**src/rtl/machine_seq_detect.sv**
```systemverilog
// Serial N-bit pattern detector: registered match pulse, prefix-match state, saturating match count.
// Outputs update on the edge that consumes a bit (zero extra latency); no backpressure, bits are taken whenever valid=1.
module machine_seq_detect #(
    parameter int           N             = 4,
    parameter int           CNT_W         = 8,
    parameter logic [N-1:0] RESET_PATTERN = 4'b1011
) (
    input  logic                     CLK,
    input  logic                     RESET,
    input  logic                     x,
    input  logic                     valid,
    input  logic                     overlap,
    input  logic                     load,
    input  logic [N-1:0]             pattern_in,
    output logic                     F,
    output logic [$clog2(N+1)-1:0]   S,
    output logic [CNT_W-1:0]         count,
    output logic                     sat
);

    localparam int               SW      = $clog2(N+1);
    localparam logic [SW-1:0]    FULL    = SW'(N);
    localparam logic [CNT_W-1:0] CNT_MAX = '1;

    logic [N-1:0]     pat_q, pat_d;
    logic [N-1:0]     hist_q, hist_d;
    logic [SW-1:0]    len_q, len_d;
    logic             f_q, f_d;
    logic [SW-1:0]    s_q, s_d;
    logic [CNT_W-1:0] cnt_q, cnt_d;
    logic             sat_q, sat_d;
    logic             hit;

    // Longest suffix of the history (newest bit at bit 0) that equals a prefix of the pattern.
    function automatic logic [SW-1:0] prefix_len(input logic [N-1:0] h,
                                                 input logic [SW-1:0] len,
                                                 input logic [N-1:0] p);
        logic [SW-1:0] best;
        logic [N-1:0]  mask;
        best = '0;
        for (int k = 1; k <= N; k++) begin
            mask = N'((1 << k) - 1);
            if ((SW'(k) <= len) && (((h ^ (p >> (N - k))) & mask) == '0)) begin
                best = SW'(k);
            end
        end
        return best;
    endfunction

    always_comb begin
        pat_d  = pat_q;
        hist_d = hist_q;
        len_d  = len_q;
        cnt_d  = cnt_q;
        f_d    = 1'b0;
        hit    = 1'b0;
        if (load) begin
            pat_d  = pattern_in;
            hist_d = '0;
            len_d  = '0;
        end else if (valid) begin
            hist_d = {hist_q[N-2:0], x};
            len_d  = (len_q == FULL) ? FULL : len_q + 1'b1;
            hit    = (len_d == FULL) && (hist_d == pat_q);
            if (hit) begin
                f_d = 1'b1;
                if (cnt_q != CNT_MAX) begin
                    cnt_d = cnt_q + 1'b1;
                end
                // Non-overlapping mode starts the next match from scratch.
                if (!overlap) begin
                    hist_d = '0;
                    len_d  = '0;
                end
            end
        end
        s_d   = prefix_len(hist_d, len_d, pat_d);
        sat_d = (cnt_d == CNT_MAX);
    end

    always_ff @(posedge CLK) begin
        if (!RESET) begin
            pat_q  <= RESET_PATTERN;
            hist_q <= '0;
            len_q  <= '0;
            f_q    <= 1'b0;
            s_q    <= '0;
            cnt_q  <= '0;
            sat_q  <= 1'b0;
        end else begin
            pat_q  <= pat_d;
            hist_q <= hist_d;
            len_q  <= len_d;
            f_q    <= f_d;
            s_q    <= s_d;
            cnt_q  <= cnt_d;
            sat_q  <= sat_d;
        end
    end

    assign F     = f_q;
    assign S     = s_q;
    assign count = cnt_q;
    assign sat   = sat_q;

endmodule

```
**config.mk**
```make
export PLATFORM = sky130hd
export DESIGN_NAME = machine_seq_detect
export DESIGN_NICKNAME = d
export VERILOG_FILES = /design/src/rtl/machine_seq_detect.sv
export SDC_FILE = /design/constraint.sdc
export NUM_CORES = 1
export LEC_CHECK = 0
export CAP_MARGIN = 10
export CORE_MARGIN = 1
export CORE_UTILIZATION = 53
export CTS_BUF_LIST = sky130_fd_sc_hd__clkbuf_4
export CTS_CLUSTER_DIAMETER = 100
export DETAILED_ROUTE_END_ITERATION = 12
export PLACE_DENSITY = 0.87
export SLEW_MARGIN = 25
export SYNTH_ARGS = -nofsm -noshare
export SYNTH_HDL_FRONTEND = slang
export SYNTH_SLANG_ARGS = --single-unit
```
**constraint.sdc**
```tcl
create_clock -name CLK -period 8.5 [get_ports CLK]
set_input_delay 1.7 -clock CLK [delete_from_list [all_inputs] [get_ports CLK]]
set_output_delay 1.7 -clock CLK [all_outputs]
set_load 0.05 [all_outputs]
```
==> impl_metrics.csv <==
group,metric,value,unit
clock_network,clock_latency,0.30,ns
hold_path,hp-class,"reg -> reg",
worst_setup_path,crit_fanout,7,
floorplan,core,2500,um2
timing,worst_slew_margin_rel,0.566,
cells_and_area,layout.cells.non_filler,217,
clock_network,cts_resized,0,
clock_network,cts_tree,"done",
cells_and_area,final_nets,202,
timing,setup_violations,0,
timing,rsz0062_at_grt,"false",
floorplan,pin_count,23,
floorplan,start_util,0.568,
timing,tightestPinTransition,0.643,ns
worst_setup_path,r2r_slack,5.09,ns
synthesis,synth_seq_cells,24,
pwr,power_density,116,nW/um2
flow_run,maxCapViolCount,0,
worst_setup_path,rr_worst_depth,9,
placed_design,portBuffers,22,
global_routing,gr-total-overflow,0,
worst_setup_path,r2r-end,"S[1]$_SDFF_PP0_",
drt,via_count,1289,
worst_setup_path,r2r-start,"len_q[0]$_SDFF_PN0_",
timing,period_share,0.524,
global_routing,grt_max_degree,16,
worst_setup_path,crit_path_frequent_cell,"xor2_1",
drt,dr.pass1.iters,4,
drt,post-route-drc-count,0,
synthesis,synth_area_leaders,"dfxtp_1 (34%), xor2_1 (6.8%), nor2_1 (6.1%)",
clock_network,numCtsBuffers,3,
synthesis,synth_cells,168,
hold_path,holdPathEnd,"hist_q[3]$_SDFF_PN0_",
worst_setup_path,path_cells,"clkdlybuf4s50_1 > xor2_1 > or4_4 > or2_2 > a41oi_1 > xor2_1 > a2111oi_1 > o221a_2",
clock_network,cts_hold_buffers,0,
clock_network,htree_levels,1,
timing,clock_skew,0.00221,ns
worst_setup_path,path_class,"in -> reg",
floorplan,fp.dieW,53.7,um
timing,min_period,4.45,ns
clock_network,cts-root-buf,"clkbuf_4",
worst_setup_path,crit_path_max_incr_delay,0.59,ns
drt,viasPerCell,5.94,
status,status,"completed",
timing,maxSlewViolCount,0,
cells_and_area,syn2layout_area_growth,16.6,%
pwr,power_leakage,0.000614,uW
cells_and_area,num-fill-cells,223,
cells_and_area,final_common_cell,"dfxtp_1",
global_routing,antenna_found_initial,0,
worst_setup_path,start_kind,"primary input",
synthesis,syn_area,1420,um2
floorplan,rows,18,
synthesis,ys.flop_type,"dfxtp_1",
drt,routedWlPerCell,14.6,um
floorplan,die_y,53.7,um
drt,detail-route-antenna-nets,0,
hold_path,min_path_cells,2,
hold_path,min_from,"hist_q[3]$_SDFF_PN0_",
timing,setup-tns-final,0,ns
worst_setup_path,required,8.75,ns
worst_setup_path,crit_path_top_delay_cell,"or4_4",
synthesis,syn_nets,181,
cells_and_area,drive_gt1_frac,0.0802,
clock_network,clk_pin_slew,0.12,ns
global_routing,grt_pass1_wl,5110,um
cells_and_area,finish.utilization,0.662,
synthesis,async_flop_share,0,
global_routing,first_global_vias,1134,
worst_setup_path,cp.arrival,4.71,ns
pwr,peakVddDrop,0.000143,V
cells_and_area,layout_common_cells,"dfxtp_1 (24), nor2_1 (23), clkdlybuf4s50_1 (22)",
placed_design,place_inst,214,
drt,finalWirelength,3170,um
timing,hold_viol,0,
synthesis,yosysWarningCount,0,
global_routing,grt_usage,0.243,
synthesis,synth_top_cell_area_share,0.339,
clock_network,cts.path.max_buffers,2,
synthesis,yosysSeqAreaShare,0.339,
synthesis,synth_top_area_cell,"dfxtp_1",
synthesis,ys_types,42,
worst_setup_path,endpoint_kind,"register",
drt,drt-initial-drc-count,48,
placed_design,dp_hpwl,2480,um
synthesis,syn_area_per_cell,8.45,um2
floorplan,dieArea,2890,um2
cells_and_area,diodes,0,
clock_network,cts_sinks,24,
placed_design,gp_congestion,0.911,
timing,max_clock_freq,225,MHz
clock_network,postCtsSetupBuffers,0,
synthesis,synth_edf_count,0,
-- layout make-up --
| type | instances | area, um2 | share of cell area |
|---|---|---|---|
| inverter | 8 | 30.0 | 0.0182 |
| tap | 30 | 37.5 | 0.0227 |
| timing repair buffer | 22 | 220 | 0.133 |
| multi-input combinational | 130 | 863 | 0.522 |
| clock buffer | 3 | 22.5 | 0.0136 |
| sequential | 24 | 480 | 0.290 |
-- power by group --
group	leakage [uW]	switching [uW]	internal, uW	total (uW)
logic	0.000406	15.3	12.4	27.8
clock network	0.0000138	30.8	16.5	47.3
registers	0.000195	1.78	114	116
total	0.000614	47.9	143	191
-- state kept, by name, summed over array words and instances (netlist names) --
register	cells
count	8
hist_q	4
pat_q	4
S	3
len_q	3
F	1
sat	1
-- how the worst max path moves through the flow --
stage | start | endpoint | slack [ns] | cells after the start
finish | x | S[1]$_SDFF_PP0_ | 4.05 | 8
CTS | x | S[1]$_SDFF_PP0_ | 4.05 | 8
global placement | x | sat$_SDFF_PN0_ | 3.85 | 8
floorplan | x | sat$_SDFF_PN0_ | 4.37 | 9
detailed placement | x | S[0]$_SDFF_PP0_ | 3.74 | 8
global route | x | S[1]$_SDFF_PP0_ | 3.88 | 8
-- per-stage QoR --
stage	setup slack (ns)	hold slack (ns)	cell area [um2]	power (uW)
6_report	4.05	0.508	1650	191
4_1_cts	4.05	0.512	1650	193
5_1_grt	3.88	0.538	1650	201
3_5_place_dp	3.74	0.492	1630	146
2_1_floorplan	4.37	0.456	1420	137
3_3_place_gp	3.85	0.474	1630	145
-- cell families (layout without fill, tap and decap cells) --
kind of cell,Yosys count,in the layout,share of synthesized area
AND/OR/NAND/NOR,72,72,0.271
AO/OA/AOI/OAI,30,30,0.148
flip-flops,24,24,0.339
XOR/XNOR,16,16,0.0988
buffers and inverters,14,33,0.0529
multiplexers,9,9,0.0644
adder cells (fa/ha/maj),3,3,0.0265
-- worst max-delay path: cells and delay by family --
kind	cells	cell delay, ns
buffers and inverters	1	0.46
AO/OA/AOI/OAI	3	1.30
AND/OR/NAND/NOR	2	0.92
XOR/XNOR	2	0.32
-- synth_stat cells, types with 3 or more instances --
library cell,count
nor3_1,3
nand2_1,17
clkbuf_1,3
xor2_1,11
buf_6,3
inv_1,8
nand3_1,5
and3_1,3
ha_1,3
mux2i_1,8
or4_4,3
xnor2_1,5
a21oi_1,8
dfxtp_1,24
o21ai_0,5
nor2_1,23
-- layer usage --
| metal | global-route usage | wire length (um) | vias to the layer above |
|---|---|---|---|
| met5 | 0 | 0 | - |
| met4 | 0.0746 | 69 | 0 |
| met3 | 0.0480 | 160 | 8 |
| met2 | 0.374 | 1420 | 52 |
| met1 | 0.338 | 1510 | 595 |
| li1 | - | - | 634 |
Note: power is estimated with default switching activity, not from simulation.
